$ cat src/rtl/regfile_restore_pkg.sv
// Shared definitions for the register-file restore block: default sizing,
// FSM state encoding and small state-decoding helpers.
package regfile_restore_pkg;

  // Default configuration: RV32E register file.
  localparam int NR_REGS_DEF = 16;
  localparam int XLEN_DEF    = 32;

  // FSM encoding kept as plain constants so the state vector stays a simple
  // logic bus in waveforms and in legacy tooling.
  localparam int ST_W = 3;
  typedef logic [ST_W-1:0] state_t;

  localparam state_t ST_IDLE  = 3'd0;
  localparam state_t ST_DRAIN = 3'd1;
  localparam state_t ST_LOAD  = 3'd2;
  localparam state_t ST_CHECK = 3'd3;
  localparam state_t ST_DONE  = 3'd4;

  // Any state other than IDLE means a restore owns the register file.
  function automatic logic is_busy(input state_t s);
    return (s != ST_IDLE);
  endfunction

  // States in which the core's own writeback still reaches the regfile.
  function automatic logic wb_passes(input state_t s);
    return (s == ST_IDLE) || (s == ST_DRAIN);
  endfunction

  // States in which the host stream is accepted.
  function automatic logic accepts_word(input state_t s);
    return (s == ST_LOAD) || (s == ST_CHECK);
  endfunction

endpackage

$ cat src/rtl/regfile_restore_if.sv
// Bus bundle between the restore block and its surroundings (host stream,
// core control, writeback and regfile write port).
// master: the host/core side that drives requests, stream words and writeback.
// slave : the restore block itself.
interface regfile_restore_if
  import regfile_restore_pkg::*;
#(
  parameter int NR_REGS = NR_REGS_DEF,
  parameter int XLEN    = XLEN_DEF
);
  localparam int AW = $clog2(NR_REGS);

  // core control
  logic            restore_req;
  logic            core_idle;
  logic            core_stall;
  // host snapshot stream
  logic            ld_valid;
  logic            ld_ready;
  logic [XLEN-1:0] ld_data;
  // core writeback
  logic            wb_wen;
  logic [AW-1:0]   wb_waddr;
  logic [XLEN-1:0] wb_wdata;
  // regfile write port
  logic            rf_wen;
  logic [AW-1:0]   rf_waddr;
  logic [XLEN-1:0] rf_wdata;
  // status
  logic            busy;
  logic            done;
  logic            err;

  modport master (
    output restore_req, core_idle, ld_valid, ld_data, wb_wen, wb_waddr, wb_wdata,
    input  core_stall, ld_ready, rf_wen, rf_waddr, rf_wdata, busy, done, err
  );

  modport slave (
    input  restore_req, core_idle, ld_valid, ld_data, wb_wen, wb_waddr, wb_wdata,
    output core_stall, ld_ready, rf_wen, rf_waddr, rf_wdata, busy, done, err
  );

endinterface

$ cat src/rtl/regfile_wr_mux.sv
// Regfile write-port steering: either the core's writeback passes straight
// through, or the restore load path drives the port. x0 is hard-wired to zero
// in the register file, so a load aimed at index 0 never raises the enable.
module regfile_wr_mux #(
  parameter int AW   = 4,
  parameter int XLEN = 32
) (
  input  logic            pass_wb,
  input  logic            load_wr,
  input  logic [AW-1:0]   load_idx,
  input  logic [XLEN-1:0] load_data,
  input  logic            wb_wen,
  input  logic [AW-1:0]   wb_waddr,
  input  logic [XLEN-1:0] wb_wdata,
  output logic            rf_wen,
  output logic [AW-1:0]   rf_waddr,
  output logic [XLEN-1:0] rf_wdata
);

  // Zero-latency select between writeback and load path, with x0 suppression.
  always_comb begin
    rf_wen   = 1'b0;
    rf_waddr = load_idx;
    rf_wdata = load_data;
    if (pass_wb) begin
      rf_wen   = wb_wen;
      rf_waddr = wb_waddr;
      rf_wdata = wb_wdata;
    end else begin
      rf_wen   = load_wr && (load_idx != '0);
    end
  end

endmodule

$ cat src/rtl/regfile_restore.sv
// Register-file restore: stalls the core, waits for it to drain, then writes
// a full GPR snapshot from the host stream into the regfile in index order
// (word k -> register k) and releases the core with a one-cycle done pulse.
//
// Optional feature macro: RESTORE_CHECKSUM_EN
//   When defined, a running XOR of all snapshot words is compared against one
//   extra trailing word; a mismatch sets the sticky err flag, which is cleared
//   by reset or by the next accepted restore request.
module regfile_restore
  import regfile_restore_pkg::*;
#(
  parameter int NR_REGS = NR_REGS_DEF,
  parameter int XLEN    = XLEN_DEF
) (
  input  logic             clk,
  input  logic             rst_n,
  regfile_restore_if.slave bus
);

  localparam int            AW       = $clog2(NR_REGS);
  localparam logic [AW-1:0] LAST_IDX = AW'(NR_REGS - 1);

  state_t        state_q, state_d;
  logic [AW-1:0] cnt_q, cnt_d;

  logic ld_ready;
  logic ld_fire;
  logic load_wr;

  assign ld_ready = accepts_word(state_q);
  assign ld_fire  = bus.ld_valid && ld_ready;
  // Only LOAD-state handshakes carry register contents; the CHECK word does not.
  assign load_wr  = (state_q == ST_LOAD) && ld_fire;

  assign bus.ld_ready   = ld_ready;
  assign bus.core_stall = is_busy(state_q);
  assign bus.busy       = is_busy(state_q);
  assign bus.done       = (state_q == ST_DONE);

  // Next-state and index counter; the counter stops on the last index instead of wrapping.
  always_comb begin
    state_d = state_q;
    cnt_d   = cnt_q;
    case (state_q)
      ST_IDLE: begin
        if (bus.restore_req) state_d = ST_DRAIN;
      end
      ST_DRAIN: begin
        if (bus.core_idle) begin
          state_d = ST_LOAD;
          cnt_d   = '0;
        end
      end
      ST_LOAD: begin
        if (ld_fire) begin
          if (cnt_q == LAST_IDX) begin
`ifdef RESTORE_CHECKSUM_EN
            state_d = ST_CHECK;
`else
            state_d = ST_DONE;
`endif
          end else begin
            cnt_d = cnt_q + 1'b1;
          end
        end
      end
`ifdef RESTORE_CHECKSUM_EN
      ST_CHECK: begin
        if (ld_fire) state_d = ST_DONE;
      end
`endif
      ST_DONE: begin
        state_d = ST_IDLE;
      end
      default: begin
        state_d = ST_IDLE;
      end
    endcase
  end

  // FSM and counter registers; reset abandons any restore without a done pulse.
  always_ff @(posedge clk) begin
    if (!rst_n) begin
      state_q <= ST_IDLE;
      cnt_q   <= '0;
    end else begin
      state_q <= state_d;
      cnt_q   <= cnt_d;
    end
  end

`ifdef RESTORE_CHECKSUM_EN
  logic [XLEN-1:0] xor_q, xor_d;
  logic            err_q, err_d;

  // Running XOR over the snapshot words and sticky mismatch flag.
  always_comb begin
    xor_d = xor_q;
    err_d = err_q;
    if ((state_q == ST_IDLE) && bus.restore_req) err_d = 1'b0;
    if ((state_q == ST_DRAIN) && bus.core_idle) xor_d = '0;
    if (load_wr) xor_d = xor_q ^ bus.ld_data;
    if ((state_q == ST_CHECK) && ld_fire && (bus.ld_data != xor_q)) err_d = 1'b1;
  end

  // Accumulator is cleared on entry to LOAD, so it needs no reset.
  always_ff @(posedge clk) begin
    xor_q <= xor_d;
  end

  // Error flag register.
  always_ff @(posedge clk) begin
    if (!rst_n) begin
      err_q <= 1'b0;
    end else begin
      err_q <= err_d;
    end
  end

  assign bus.err = err_q;
`else
  assign bus.err = 1'b0;
`endif

  regfile_wr_mux #(
    .AW   (AW),
    .XLEN (XLEN)
  ) u_wr_mux (
    .pass_wb   (wb_passes(state_q)),
    .load_wr   (load_wr),
    .load_idx  (cnt_q),
    .load_data (bus.ld_data),
    .wb_wen    (bus.wb_wen),
    .wb_waddr  (bus.wb_waddr),
    .wb_wdata  (bus.wb_wdata),
    .rf_wen    (bus.rf_wen),
    .rf_waddr  (bus.rf_waddr),
    .rf_wdata  (bus.rf_wdata)
  );

endmodule

$ cat src/flat_wrapper.sv
// flat-port wrapper written by rule: the top's interface ports become plain ports
module regfile_restore_flat import regfile_restore_pkg::*;
#(
  parameter int NR_REGS = NR_REGS_DEF,
  parameter int XLEN    = XLEN_DEF
)
  (clk, rst_n, bus_restore_req, bus_core_idle, bus_ld_valid, bus_ld_data, bus_wb_wen, bus_wb_waddr, bus_wb_wdata, bus_core_stall, bus_ld_ready, bus_rf_wen, bus_rf_waddr, bus_rf_wdata, bus_busy, bus_done, bus_err);
  regfile_restore_if #(.NR_REGS(NR_REGS), .XLEN(XLEN)) bus_i ();
  input  logic clk;
  input  logic rst_n;
  input wire logic [$bits(bus_i.restore_req)-1:0] bus_restore_req;
  input wire logic [$bits(bus_i.core_idle)-1:0] bus_core_idle;
  input wire logic [$bits(bus_i.ld_valid)-1:0] bus_ld_valid;
  input wire logic [$bits(bus_i.ld_data)-1:0] bus_ld_data;
  input wire logic [$bits(bus_i.wb_wen)-1:0] bus_wb_wen;
  input wire logic [$bits(bus_i.wb_waddr)-1:0] bus_wb_waddr;
  input wire logic [$bits(bus_i.wb_wdata)-1:0] bus_wb_wdata;
  output wire logic [$bits(bus_i.core_stall)-1:0] bus_core_stall;
  output wire logic [$bits(bus_i.ld_ready)-1:0] bus_ld_ready;
  output wire logic [$bits(bus_i.rf_wen)-1:0] bus_rf_wen;
  output wire logic [$bits(bus_i.rf_waddr)-1:0] bus_rf_waddr;
  output wire logic [$bits(bus_i.rf_wdata)-1:0] bus_rf_wdata;
  output wire logic [$bits(bus_i.busy)-1:0] bus_busy;
  output wire logic [$bits(bus_i.done)-1:0] bus_done;
  output wire logic [$bits(bus_i.err)-1:0] bus_err;
  assign bus_i.restore_req = bus_restore_req;
  assign bus_i.core_idle = bus_core_idle;
  assign bus_i.ld_valid = bus_ld_valid;
  assign bus_i.ld_data = bus_ld_data;
  assign bus_i.wb_wen = bus_wb_wen;
  assign bus_i.wb_waddr = bus_wb_waddr;
  assign bus_i.wb_wdata = bus_wb_wdata;
  assign bus_core_stall = bus_i.core_stall;
  assign bus_ld_ready = bus_i.ld_ready;
  assign bus_rf_wen = bus_i.rf_wen;
  assign bus_rf_waddr = bus_i.rf_waddr;
  assign bus_rf_wdata = bus_i.rf_wdata;
  assign bus_busy = bus_i.busy;
  assign bus_done = bus_i.done;
  assign bus_err = bus_i.err;
  regfile_restore #(.NR_REGS(NR_REGS), .XLEN(XLEN)) u_core (.clk(clk), .rst_n(rst_n), .bus(bus_i));
endmodule
$ cat config.mk
export PLATFORM = sky130hd
export DESIGN_NAME = regfile_restore_flat
export DESIGN_NICKNAME = d
export VERILOG_FILES = /design/src/rtl/regfile_restore_pkg.sv /design/src/rtl/regfile_restore_if.sv /design/src/rtl/regfile_wr_mux.sv /design/src/rtl/regfile_restore.sv /design/src/flat_wrapper.sv
export SDC_FILE = /design/constraint.sdc
export NUM_CORES = 1
export LEC_CHECK = 0
export CAP_MARGIN = 0
export CELL_PAD_IN_SITES_DETAIL_PLACEMENT = 0
export CELL_PAD_IN_SITES_GLOBAL_PLACEMENT = 1
export CORE_MARGIN = 5
export CORE_UTILIZATION = 16
export DETAILED_ROUTE_END_ITERATION = 8
export PLACE_DENSITY_LB_ADDON = 0.1
export SYNTH_ARGS = -nofsm -noshare
export SYNTH_HDL_FRONTEND = slang
export SYNTH_SLANG_ARGS = --single-unit
$ cat constraint.sdc
create_clock -name clk -period 1.8 [get_ports clk]
set_input_delay 0.54 -clock clk [delete_from_list [all_inputs] [get_ports clk]]
set_output_delay 0.54 -clock clk [all_outputs]
set_load 0.01 [all_outputs]
### Yosys cells after proc, flatten, opt, wreduce, memory -nomap -nowiden

Cells that the tools add are included.

* muxes and demuxes: 12
* equality and inequality tests: 10
* multiply operators: 0
* shift-type cells: 0
* divide/modulo/power cells: 0
* add/sub/neg operators: 1
* reductions and logical operators: 11
* bitwise logic cells: 0
* order comparisons: 0

Operators with widths (number)
* 2-to-1 mux 32 bit: 1
* 2-to-1 mux 4 bit: 4
* 2-to-1 mux 3 bit: 4
* one-hot mux 3 bit (3 select lines): 1
* inequality test 2 bit, second input constant: 4
* one-hot mux 4 bit (2 select lines): 1
* AND reduction 4 bit: 2
* == test 3 x 2 -> 1 bit, second input constant: 2
* adder 4 x 1 -> 4 bit, second input constant: 1
* == test 4 bit, second input constant: 1
* nonzero test 4 bit: 1
* == test 3 x 1 -> 1 bit, second input constant: 1
* == test 3 bit, second input constant: 1
* logical AND 1 bit: 3
* zero test 3 bit: 1
* nonzero test 3 bit: 1
* logical OR 1 bit: 2
* inequality test 2 x 1 -> 1 bit, second input constant: 1
* nonzero test 2 bit: 1
* 2-to-1 mux 1 bit: 1

* flip-flop bits (word level): 7
* output and inout port bits: 42
* word-level logic and storage cells: 36
* memories: 0
* memory bits (writable): 0
* bits in read-only memories: 0
* bits of input ports: 74
* bits in latches: 0

### Depth between registers and ports, before layout

* depth in word-level cells: 6
* mapped depth: 5
* mapped depth without buffers: 4

### Cells and area by module

A second synthesis with hierarchy kept.

* cells, all modules: 85
* area total of the unflattened synthesis: 917.1 µm²

By module, submodules not included
* regfile_wr_mux: times used 1, seq. area each 0.0 µm², area an instance 529.3 µm², cells each 43
* regfile_restore: times used 1, seq. area each 140.1 µm², area an instance 387.9 µm², cells each 42

### Worst setup path after synthesis

No wires, ideal clock.

* path kind: reg-to-output
* from: register u_core.state_q[1]
* to: output port bus_rf_wdata[0]
* cell stages (with the launch flop): 5
* data arrival time: 1199 ps
* setup slack: 61 ps
* data required time: 1260 ps
* buffers on the path: 2
* cell sequence: dfxtp_1 buf_4 nor2_1 buf_2 mux2_1

* cells in the longest elaborated chain, start to end: 3
* elaborated cells between the ends (all ways): 4
* classes of those cells: eq/ne: 1; mux: 1; reduce/logical: 2

RTL lines
* start, declared: RTL line regfile_restore.sv:23 `state_t state_q, state_d;`
* start signal, assigned: RTL line regfile_restore.sv:87 `state_q <= state_d;`
* == test 3 x 1 -> 1 bit or zero test 3 bit (tied branches): RTL line regfile_restore_pkg.sv:27 `return (s == ST_IDLE) || (s == ST_DRAIN);`
* logical OR 1 bit (*): RTL line regfile_restore_pkg.sv:27
* 2-to-1 mux 32 bit (*): RTL line regfile_wr_mux.sv:25 `if (pass_wb) begin`
* end, declared: RTL line flat_wrapper.sv:22 `output wire logic [$bits(bus_i.rf_wdata)-1:0] bus_rf_wdata;`

Mark *: on every way between the ends. The rest lies on a longest branch, timed or not.

### Worst setup path in the final report

* from: register u_core.state_q[1]
* to: output port bus_rf_wdata[30]

Same word-level chain as after synthesis.

==> impl_metrics.py <==
metrics = {
    "worst_setup_path": {
        "path_depth": 6,
        "crit_chain": "nor2_4 > buf_12 > buf_8 > buf_6 > mux2_4 > buf_6",
        "cp-start-kind": "flip-flop",
        "reg2reg_setup_slack_ps": 310,
        "cpMostUsedCell": "buf_6",
        "crit_required_ps": 1260,
        "rr_startpoint": "u_core.cnt_q[0]$_SDFFE_PN0P_",
        "cp_num_buf_inv": 4,
        "timing.rr.end": "u_core.cnt_q[1]$_SDFFE_PN0P_",
        "crit_arrival_ps": 1460,
        "worstRegToRegCells": 5,
        "worstSetupPathType": "reg2out",
        "critPathMaxStageDelay_ps": 340,
        "cp_max_fo": 7,
        "critPathCapture": "bus_rf_wdata[30]",
        "cp_top_family": "buffers and inverters",
        "cp-startpoint": "u_core.state_q[1]$_SDFFE_PN0P_",
        "end_kind": "output port",
        "cpMaxStageDelayCell": "dfxtp_4",
    },
    "drt": {
        "route.antenna.remaining_nets": 0,
        "drcViolationCount": 0,
        "routed_wl_um": 4607,
        "drt-initial-drc-count": 8,
        "wire_per_inst_um": 15.15,
        "routed_via_density": 4.201,
        "vias": 1277,
        "dr.pass1.iters": 4,
    },
    "cells_and_area": {
        "area_growth_pct": 185.9,
        "final_common_cell": "clkdlybuf4s50_1",
        "finalInstanceArea_mm2": 0.002604,
        "drive_gt1_share_pct": 51.29,
        "multi_input_area_um2": 839.6,
        "fill_cells": 529,
        "final_cell_count_no_fill": 304,
        "register_area_um2": 147.6,
        "antenna_cells": 0,
        "layout_common_cells": "clkdlybuf4s50_1 (71), buf_6 (39), mux2_4 (34)",
        "final_nets": 309,
    },
    "logic_synthesis": {
        "async_flop_share_pct": 0,
        "synth_seq_area_share_pct": 15.38,
        "syn_inst": 95,
        "avgSynthCellArea_um2": 9.588,
        "synth_nets": 171,
        "synth-seq-cells": 7,
        "synth-edff-count": 0,
        "ys_types": 34,
        "synthFlopType": "dfxtp_1",
        "ys_warn_count": 0,
        "netlist_area_um2": 910.9,
    },
    "global_route": {
        "grt_pass1_wl_um": 6727,
        "antenna_found_initial": 0,
        "grt_overflow": 0,
        "grt_pass1_vias": 1301,
        "grt_max_degree": 13,
        "grtUsageTotal_pct": 11.08,
    },
    "place": {
        "dp_hpwl_um": 3767,
        "dp_cells": 291,
        "port_buffers": 114,
        "place_ws_ps": -719.6,
        "place_area_mm2": 0.002243,
        "place_congestion": 0.8654,
    },
    "floorplan": {
        "num_io_pins": 116,
        "die-area_mm2": 0.007302,
        "fp.dieH_um": 85.45,
        "core.rowCount": 27,
        "die_w_um": 85.45,
        "core_region_area_mm2": 0.005507,
        "start_util_pct": 16.54,
    },
    "clocking": {
        "cts_hold_buf": 0,
        "cts_root_buf": "clkbuf_8",
        "clk_path_buf_depth": 2,
        "htree_levels": 1,
        "numCtsBuffers": 3,
        "insertion_delay_ps": 230,
        "cts_tree": "done",
        "cts.clk_slew.worst_paths_ps": 50,
        "clock-sinks": 7,
    },
    "timing": {
        "slew_viol_final": 0,
        "clock_skew_ps": 9.756,
        "layout_setup_ws_ps": -202.0,
        "fmax_ghz": 0.4995,
        "finalCritPeriodShare_pct": 111.2,
        "whs_ps": 590.0,
        "hold_viol": 0,
        "setup_viol": 37,
        "final.min_clock_period_ps": 2002,
        "grt_setup_unrepaired": "yes",
    },
    "status": {
        "status": "finished with violations",
        "violations": "setup timing",
    },
    "worst_hold_path": {
        "hp-class": "reg2reg",
    },
    "pwr": {
        "ir_drop_v": 0.0003102,
        "power.density_mw_per_mm2": 378.3,
        "p_leak_nw": 1.257,
    },
    "run": {
        "drv_cap": 0,
    },
}
[worst min-delay path by stage]
| stage | start | end | slack (ps) | cells past startpoint |
|---|---|---|---|---|
| floorplan | u_core.cnt_q[1]$_SDFFE_PN0P_ | u_core.cnt_q[1]$_SDFFE_PN0P_ | 460 | 2 |
| finish | u_core.cnt_q[1]$_SDFFE_PN0P_ | u_core.cnt_q[1]$_SDFFE_PN0P_ | 590 | 3 |
| global placement | u_core.cnt_q[1]$_SDFFE_PN0P_ | u_core.cnt_q[1]$_SDFFE_PN0P_ | 580 | 3 |
| detailed placement | u_core.cnt_q[1]$_SDFFE_PN0P_ | u_core.cnt_q[1]$_SDFFE_PN0P_ | 590 | 3 |
| CTS | u_core.cnt_q[1]$_SDFFE_PN0P_ | u_core.cnt_q[1]$_SDFFE_PN0P_ | 600 | 3 |
| global route | u_core.cnt_q[0]$_SDFFE_PN0P_ | u_core.cnt_q[0]$_SDFFE_PN0P_ | 630 | 3 |
[area by class of cell]
cell class,instances,share of cell area (%)
Clock buffer,3,1.586
Clock inverter,1,0.1922
Timing Repair Buffer,142,56.08
Sequential cell,7,5.670
Inverter,4,0.7689
Multi-Input combinational cell,75,32.24
Tap cell,72,3.460
[power breakdown]
part           switching (mW)  total, mW  internal [mW]  leakage, nW
clock network          0.0750      0.225          0.151       0.0255
logic                   0.182      0.598          0.416         1.17
registers             0.00461      0.162          0.157       0.0583
[cells in the mapped netlist, drive strengths merged, types with 3 or more instances]
master	n	area share, %
dfxtp	7	15
buf	8	5.9
mux2	34	42
inv	4	2.2
nand2	7	2.9
and3	3	2.1
[timing repair]
item,4_1_cts,5_1_grt
setup buffers,7,5
pin swaps,2,3
endpoints found under the setup margin,41,39
gates cloned,1,1
resized for setup,215,43
[flip-flops by register name, indices dropped and copies added (netlist names)]
signal,count
u_core.cnt_q,4
u_core.state_q,3
[kinds of logic after synthesis]
family,Yosys count,synth area share [%]
AND/OR/NAND/NOR,26,19.23
other,1,0.4117
buffers and inverters,13,8.929
flip-flops,7,15.38
adder cells (fa/ha/maj),2,2.747
multiplexers,36,44.23
AO/OA/AOI/OAI,10,9.067
[worst register-to-register path: stages, from the launching register on]
cell and delay [ps]:
dfxtp_1 310, buf_4 140, ha_1 230, and3_1 240
o32ai_2 270, mux2i_1 230
[metrics by stage]
| step | TNS (ps) | total power, mW | utilization (%) |
|---|---|---|---|
| after floorplan | 0 | 0.3327 | - |
| after global placement | -17070 | 0.6531 | 40.74 |
| after detailed placement | -17280 | 0.6574 | 40.74 |
| after CTS | -7176 | 0.9368 | 44.31 |
| after global routing | -6856 | 1.033 | 47.28 |
| final | -5093 | 0.9850 | 47.28 |
[layer usage]
metal  routed length (µm)  share of wire [%]  up-vias  global-route usage (%)
met5                    0                  0        -                       0
met2                 2173                 47       79                   20.55
met4                    0                  0        0                       0
met1                 1908                 41      578                   13.36
met3                  525                 11        0                   3.204
li1                     -                  -      620                       -
Note: power is estimated with default switching activity, not from simulation.
